### config.mk
export PLATFORM = sky130hd
export DESIGN_NAME = alu
export DESIGN_NICKNAME = d
export VERILOG_FILES = /design/src/rtl/alu.sv
export SDC_FILE = /design/constraint.sdc
export NUM_CORES = 1
export LEC_CHECK = 0
export BUFFER_PORTS_ARGS = -buffer_cell sky130_fd_sc_hd__buf_2
export CAP_MARGIN = 10
export CORE_MARGIN = 2
export CORE_UTILIZATION = 35
export CTS_BUF_LIST = sky130_fd_sc_hd__clkbuf_4
export DETAILED_ROUTE_END_ITERATION = 10
export PLACE_DENSITY = 0.59
export SYNTH_ARGS = -nofsm -noshare
export SYNTH_HDL_FRONTEND = slang
export SYNTH_SLANG_ARGS = --single-unit
### constraint.sdc
create_clock -name clk -period 10.1 [get_ports clk]
set_input_delay 2.02 -clock clk [delete_from_list [all_inputs] [get_ports clk]]
set_output_delay 2.02 -clock clk [all_outputs]
set_load 0.005 [all_outputs]
### src/rtl/alu.sv
// 32-bit integer ALU for the single-cycle MIPS datapath.
// Combinational result/zero/overflow for same-cycle branch resolution,
// plus a registered copy of all three for debug and pipelined consumers.
// A single adder serves ADD, SUB, SLT and SLTS. A single right barrel
// shifter serves SRL, SRA and SLL: for SLL the data is bit-reversed on
// the way in and on the way out.
module alu #(
  parameter int WIDTH = 32
) (
  input  logic             clk,
  input  logic             rst_n,
  input  logic [3:0]       alucont,
  input  logic [WIDTH-1:0] rd1,
  input  logic [WIDTH-1:0] rd2,
  output logic [WIDTH-1:0] res,
  output logic             zero,
  output logic             ovf,
  output logic [WIDTH-1:0] res_q,
  output logic             zero_q,
  output logic             ovf_q
);

  localparam int SHW = $clog2(WIDTH);
  localparam int MSB = WIDTH - 1;

  localparam logic [3:0] OP_AND  = 4'b0000;
  localparam logic [3:0] OP_OR   = 4'b0001;
  localparam logic [3:0] OP_ADD  = 4'b0010;
  localparam logic [3:0] OP_XOR  = 4'b0011;
  localparam logic [3:0] OP_SLL  = 4'b0100;
  localparam logic [3:0] OP_SRL  = 4'b0101;
  localparam logic [3:0] OP_SUB  = 4'b0110;
  localparam logic [3:0] OP_SLT  = 4'b0111;
  localparam logic [3:0] OP_SLTS = 4'b1000;
  localparam logic [3:0] OP_SRA  = 4'b1001;
  localparam logic [3:0] OP_NOR  = 4'b1100;

  // ---------------------------------------------------------------
  // Shared adder: subtraction and both compares use rd1 + ~rd2 + 1.
  // ---------------------------------------------------------------
  logic             use_sub;
  logic [WIDTH-1:0] b_eff;
  logic [WIDTH:0]   add_full;
  logic [WIDTH-1:0] sum;
  logic             carry_out;
  logic             ovf_raw;
  logic             lt_unsigned;
  logic             lt_signed;

  assign use_sub   = (alucont == OP_SUB) || (alucont == OP_SLT) ||
                     (alucont == OP_SLTS);
  assign b_eff     = use_sub ? ~rd2 : rd2;
  assign add_full  = {1'b0, rd1} + {1'b0, b_eff} + {{WIDTH{1'b0}}, use_sub};
  assign sum       = add_full[WIDTH-1:0];
  assign carry_out = add_full[WIDTH];

  // Signed overflow: both effective operands agree in sign and the sum
  // disagrees. With b inverted for SUB this is exactly "operand signs
  // differ and result sign differs from rd1".
  assign ovf_raw     = (rd1[MSB] == b_eff[MSB]) && (sum[MSB] != rd1[MSB]);

  // No borrow out of rd1 - rd2 means rd1 >= rd2 unsigned.
  assign lt_unsigned = ~carry_out;
  // Signed less-than is the difference sign, corrected when it overflowed.
  assign lt_signed   = sum[MSB] ^ ovf_raw;

  // ---------------------------------------------------------------
  // Barrel shifter (right-shifting core, reversal for left shifts).
  // ---------------------------------------------------------------
  logic             shift_left;
  logic             shift_fill;
  logic [SHW-1:0]   shamt;
  logic [WIDTH-1:0] rd2_rev;
  logic [WIDTH-1:0] shift_in;
  logic [WIDTH-1:0] shift_out;
  logic [WIDTH-1:0] shift_out_rev;
  logic [WIDTH-1:0] stage [0:SHW];

  assign shift_left = (alucont == OP_SLL);
  // Only SRA fills with the sign bit; SLL/SRL fill with zeros.
  assign shift_fill = (alucont == OP_SRA) ? rd2[MSB] : 1'b0;
  // Only the low bits of rd1 select the amount; the rest is ignored.
  assign shamt      = rd1[SHW-1:0];

  genvar gi;
  generate
    for (gi = 0; gi < WIDTH; gi++) begin : g_rev
      assign rd2_rev[gi]       = rd2[MSB - gi];
      assign shift_out_rev[gi] = shift_out[MSB - gi];
    end
  endgenerate

  assign shift_in = shift_left ? rd2_rev : rd2;
  assign stage[0] = shift_in;

  // Stage gi shifts right by 2**gi when shamt[gi] is set.
  generate
    for (gi = 0; gi < SHW; gi++) begin : g_shift
      localparam int STEP = 1 << gi;
      assign stage[gi+1] = shamt[gi] ?
                           {{STEP{shift_fill}}, stage[gi][WIDTH-1:STEP]} :
                           stage[gi];
    end
  endgenerate

  assign shift_out = stage[SHW];

  // ---------------------------------------------------------------
  // Result select; undefined codes produce zero, never X.
  // ---------------------------------------------------------------
  // Combinational result mux over all opcode units.
  always_comb begin
    res = '0;
    case (alucont)
      OP_AND:  res = rd1 & rd2;
      OP_OR:   res = rd1 | rd2;
      OP_ADD:  res = sum;
      OP_XOR:  res = rd1 ^ rd2;
      OP_SLL:  res = shift_out_rev;
      OP_SRL:  res = shift_out;
      OP_SUB:  res = sum;
      OP_SLT:  res = {{(WIDTH-1){1'b0}}, lt_unsigned};
      OP_SLTS: res = {{(WIDTH-1){1'b0}}, lt_signed};
      OP_SRA:  res = shift_out;
      OP_NOR:  res = ~(rd1 | rd2);
      default: res = '0;
    endcase
  end

  assign zero = ~|res;
  // Overflow is reported only for the arithmetic ops; the compares reuse
  // the subtractor but never flag it.
  assign ovf  = ((alucont == OP_ADD) || (alucont == OP_SUB)) ? ovf_raw : 1'b0;

  // ---------------------------------------------------------------
  // Registered copy, one cycle behind; reset shows a zero result.
  // ---------------------------------------------------------------
  // Capture result and flags each cycle; async reset clears at once.
  always_ff @(posedge clk or negedge rst_n) begin
    if (!rst_n) begin
      res_q  <= '0;
      zero_q <= 1'b1;
      ovf_q  <= 1'b0;
    end else begin
      res_q  <= res;
      zero_q <= zero;
      ovf_q  <= ovf;
    end
  end

endmodule

=== Word level (Yosys, flattened, before mapping) ===
Cells that the tools add are included.

* Register bits after elaboration: 34
* Bits in latches: 0
* Memory bits (writable): 0
* Memory bits (read-only): 0
* Bits of input ports: 70
* Output and inout port bits: 68
* Word-level logic and storage cells: 43
* Memories: 0

* Add/subtract/negate cells: 2
* Multiply operators: 0
* Divide/modulo/power cells: 0
* Magnitude comparators: 0
* Equal/unequal tests: 12
* Shift-type cells: 0
* Mux-type cells: 10
* Bitwise operators: 7
* Reductions and logical operators: 9

{| class="wikitable"
|+ Operators by type and width
! cell !! count
|-
| case mux 32 bit (9 select lines) || 1
|-
| two-way mux 32 bit || 7
|-
| NOT 32 bit || 2
|-
| adder 32 x 32 -> 33 bit || 1
|-
| adder 33 x 1 -> 33 bit || 1
|-
| AND 32 bit || 1
|-
| bitwise OR 32 bit || 1
|-
| OR reduction 32 bit || 1
|-
| bitwise XOR 32 bit || 1
|-
| equality test 4 x 3 -> 1 bit (second input constant) || 4
|-
| equality test 4 bit (second input constant) || 3
|-
| equality test 4 x 2 -> 1 bit (second input constant) || 2
|-
| equality test 4 x 1 -> 1 bit (second input constant) || 1
|-
| logical NOT 4 bit || 1
|-
| OR reduction 2 bit || 2
|-
| logical OR 1 bit || 3
|-
| two-way mux 1 bit || 2
|-
| equality test 1 bit || 1
|-
| logical AND 1 bit || 1
|-
| logical NOT 1 bit || 1
|-
| inequality test 1 bit || 1
|-
| NOT 1 bit || 1
|-
| bitwise XOR 1 bit || 1
|}

=== Depth between registers and ports, before layout ===
* Word-level depth: 12
* Gate-level depth with buffers: 19
* Gate-level depth less buffers: 15

=== Worst setup path after synthesis ===
OpenSTA, ideal clock, no wires.

* Path kind: input port to output port
* Start: in alucont[1]
* End: out zero
* Data arrival time: 6.566 ns
* Required time: 8.080 ns
* Slack: 1.514 ns
* Stages on the path: 18
* Path buffers: 3
* Path through: buf_6 > nor4b_2 > or2_2 > clkbuf_1 > clkbuf_1 > xnor2_1 > ha_1 > and2_1 > a221oi_1 > a21oi_1 > o211ai_1 > a211oi_1 > a211o_1 > a311oi_1 > xor2_1 > o221ai_1 > or4_1 > nor4_2

* Elaborated cells on any way between the ends: 33
* Those cells by class: add/sub: 2; eq/ne: 12; mux: 9; bitwise: 2; reduce/logical: 8

{| class="wikitable"
|+ RTL lines
! what !! RTL line !! text
|-
| start, declared || 12 || <nowiki>input logic [3:0] alucont,</nowiki>
|-
| branches (longest 7 deep; another with adder 32 x 32 -> 33 bit) || -- ||
|-
| case mux 32 bit (9 select lines) * || 114 || <nowiki>case (alucont)</nowiki>
|-
| via res[28] || 15 || <nowiki>output logic [WIDTH-1:0] res,</nowiki>
|-
| OR reduction 32 bit * || 130 || <nowiki>assign zero = ~|res;</nowiki>
|-
| logical NOT 1 bit * || 130 ||
|-
| end, declared || 16 || <nowiki>output logic zero,</nowiki>
|}

Mark *: on every way through the listed nets, which the timed path passes.

=== Worst setup path in the final report ===
* Start: in alucont[1]
* End: out zero

* Word-level cells in the longest chain between the ends: 12
* Elaborated cells on any way between the ends: 33
* Those cells by class: add/sub: 2; eq/ne: 12; mux: 9; bitwise: 2; reduce/logical: 8

{| class="wikitable"
|+ RTL lines
! what !! RTL line !! text
|-
| equality test 4 x 3 -> 1 bit || 50, 114 ||
|-
| logical OR 1 bit (2 in series) || 50 || <nowiki>assign use_sub = (alucont == OP_SUB) || (alucont == OP_SLT) ||</nowiki>
|-
| two-way mux 32 bit || 52 || <nowiki>assign b_eff = use_sub ? ~rd2 : rd2;</nowiki>
|-
| adder 32 x 32 -> 33 bit || 53 || <nowiki>assign add_full = {1'b0, rd1} + {1'b0, b_eff} + {{WIDTH{1'b0}}, use_sub};</nowiki>
|-
| adder 33 x 1 -> 33 bit || 53 ||
|-
| inequality test 1 bit || 60 || <nowiki>assign ovf_raw = (rd1[MSB] == b_eff[MSB]) && (sum[MSB] != rd1[MSB]);</nowiki>
|-
| logical AND 1 bit || 60 ||
|-
| bitwise XOR 1 bit || 65 || <nowiki>assign lt_signed = sum[MSB] ^ ovf_raw;</nowiki>
|-
| case mux 32 bit (9 select lines) * || 114 ||
|-
| OR reduction 32 bit * || 130 ||
|-
| logical NOT 1 bit * || 130 ||
|}

Mark *: on every way between the ends. The rest lies on a longest branch, timed or not.

==> metrics.txt <==
adder-cell share of the synthesized area=0.143; Worst setup SP type=input port; Clock Pin Slew Worst Setup and Hold Paths=100 ps; Tmin final=9380 ps; Clock Sinks=34; launch point of the worst path=alucont[1]; Diodes inserted=0; # port buffers=137; power share of the clock group=0.082; Fill cells=2644; post-synthesis sequential area ratio=0.0958; post-synthesis compound-gate area fraction=0.298; CTS buffer count=5; Max VDD drop=0.0629 mV; Die X=163 µm; Post-CTS Resized=0; Ys Warns=0; initial antenna violation count=2; XOR/XNOR Fraction of Synth Area=0.0532; Hold Crit Class=in -> async; first-pass GRT wire length=60.5 mm; register bit count reported by yosys=34; count of flip-flops with a built-in enable after synthesis=0; worst-margin pin slew=1050 ps; Logic pwr share=0.732; vias per inst=6.54; mux share of post-synthesis cell area=0.149; first-iteration detailed-routing DRC count=1690; die area=0.0267 mm²; gpl congestion=1.03; post-synth top area cell=ha_1; predominant post-synthesis flop cell=dfrtp_1; routed vias=10400; Hold Worst Slack=1740 ps; max_cap viols=0; vias in the first global route=9669; max-slew violations=0; outcome=completed; core box area=0.0250 mm²; total negative slack=0 ps; crit path DAT=7360 ps; RSZ-0062 raised after global routing=false; design area=0.00994 mm²; syn avg cell area=7.60 µm²; Fmax=0.107 GHz; Syn Inst Count=1171; largest family of logic cells by synthesized area=compound AO/OA/AOI/OAI gates; nets=1431; share of cells above drive strength 1=0.193; DRT Pass-1 Iters=6; Final ANT Viol Nets=0; Post-Synth Simple-Gate Area=0.190; post-synth top area share=0.141; largest net degree at the start of global routing=42; Routed WL=40.1 mm; IO Pins=138; Chip Height=163 µm; wire per inst=25.2 µm; hpwl dp=32.2 mm; period utilization=0.929; sequential share of power=0.186; DRC=0; relative slew slack=0.278; Sw Share=0.522; Area growth, synth to finish=11.7%; Post-Syn Area=0.00890 mm²; worst path required time=8080 ps; Hold Fails Final Rpt=0; Cell Int Power=0.407 mW; multi-input logic area=0.00745 mm²; top post-synthesis cells by area=ha_1, dfrtp_1, mux4_2; crit path kind=in -> out; Starting Density=0.355; Post-CTS Setup Bufs=0; CP max FO=18; GRT overflow=0; sw power=0.445 mW; TritonCTS clock tree=built; Row Count=58; hold_buf cts=0; Placed Area=0.00988 mm²; H-tree Lvls=2; FF+latch area=852 µm²; Static Leak=4.39 nW; syn nets=1342; synth unique cells=84; setup violation total in the final timing report=0; Clock Path Buffers=2; pwr/cell area=85.7 mW/mm²; Post-synth ARST share=1.00; CTS root buf=clkbuf_4; Critical Path End Type=output pin; All-Layer GR Usage=0.296
Yosys cell counts (7+ instances only):
| cell | number |
|---|---|
| a22oi_1 | 13 |
| buf_1 | 11 |
| mux4_2 | 24 |
| a221o_1 | 12 |
| o22ai_1 | 21 |
| nand2_1 | 129 |
| nor2b_1 | 13 |
| ha_1 | 100 |
| o21ai_0 | 63 |
| nand3_1 | 23 |
| o221ai_1 | 19 |
| nor3_1 | 33 |
| or3_1 | 7 |
| mux2_2 | 24 |
| a211oi_1 | 14 |
| o21a_1 | 11 |
| o31ai_1 | 7 |
| inv_1 | 74 |
| a21o_1 | 13 |
| a31oi_1 | 12 |
| xor2_1 | 15 |
| a21oi_1 | 74 |
| a221oi_1 | 21 |
| nor2_1 | 76 |
| nand4_1 | 15 |
| clkbuf_1 | 59 |
| a211o_1 | 9 |
| o211ai_1 | 24 |
| dfrtp_1 | 33 |
| and2_1 | 8 |
| mux2i_1 | 49 |
| nand2b_1 | 9 |
| xnor2_1 | 39 |
worst max-delay path: stages:
cell,delay [ps]
buf_2,220
nor4b_2,410
or2_2,440
buf_4,310
xnor2_1,100
ha_1,350
nand2_1,110
o41a_1,490
a2111oi_0,670
nor2_1,170
a31oi_1,250
o221ai_1,310
nor4_1,320
nand4_1,150
or4b_1,530
nor4_2,310
buf_2,180
kinds of logic (layout without fill, tap and decap cells):
logic type	Yosys count	after routing
multiplexers	98	98
AND/OR/NAND/NOR	349	349
adder cells (fa/ha/maj)	101	101
flip-flops	34	34
buffers and inverters	158	248
AO/OA/AOI/OAI	377	377
XOR/XNOR	54	54
power by group through the flow:
stage / registers, mW / clock network [mW] / logic (mW)
4_1_cts: 0.159 / 0.0734 / 0.603
2_1_floorplan: 0.165 / 0 / 0.374
5_1_grt: 0.160 / 0.0795 / 0.667
3_3_place_gp: 0.161 / 0 / 0.597
3_5_place_dp: 0.162 / 0 / 0.600
6_report: 0.159 / 0.0695 / 0.624
layout by cell type, fill, tap and decap left out, drive strengths merged, types with 15 or more instances in the layout:
cell type	instances
buf	163
nand2	129
ha	100
nor2	76
inv	76
a21oi	74
o21ai	63
mux2i	50
xnor2	39
nor3	33
dfrtp	33
mux2	24
mux4	24
o211ai	24
nand3	23
a221oi	21
o22ai	21
o221ai	19
xor2	15
nand4	15
flip-flops by register name (all words and copies together), names as in the netlist:
register  cells
res_q        32
ovf_q         1
zero_q        1
through the flow:
step	total power, mW	worst slack [ps]	util	std cells
final	0.852	721	0.397	1591
after floorplan	0.539	1510	-	1171
after global routing	0.906	237	0.397	1591
after CTS	0.835	785	0.397	1591
after global placement	0.758	887	0.395	1583
after detailed placement	0.762	798	0.395	1583
final cells by class:
type                    instances  share of cell area
well taps                     330              0.0415
clock inverters                 2            0.000881
flip-flops and latches         34              0.0857
inverters                      77              0.0291
clock buffers                   6             0.00453
multi-input cells             979               0.750
repair buffers                163              0.0886
worst paths after layout:
path | depth (start not counted) | endpoint
setup / recovery | 17 | zero
min in group clk | 4 | ovf_q$_DFF_PN0_
hold / removal | 1 | res_q[31]$_DFF_PN0_
max in group asynchronous | 1 | res_q[19]$_DFF_PN0_
metal layers:
| layer | part of all wire | track usage | vias to the layer above | wire length (µm) |
|---|---|---|---|---|
| met3 | 0.12 | 0.0620 | 140 | 4720 |
| met4 | 0.050 | 0.119 | 2 | 2010 |
| met1 | 0.40 | 0.398 | 4938 | 16000 |
| li1 | - | - | 4622 | - |
| met5 | 0.00027 | 0 | - | 11 |
| met2 | 0.43 | 0.461 | 702 | 17400 |
Note: power is estimated with default switching activity, not from simulation.
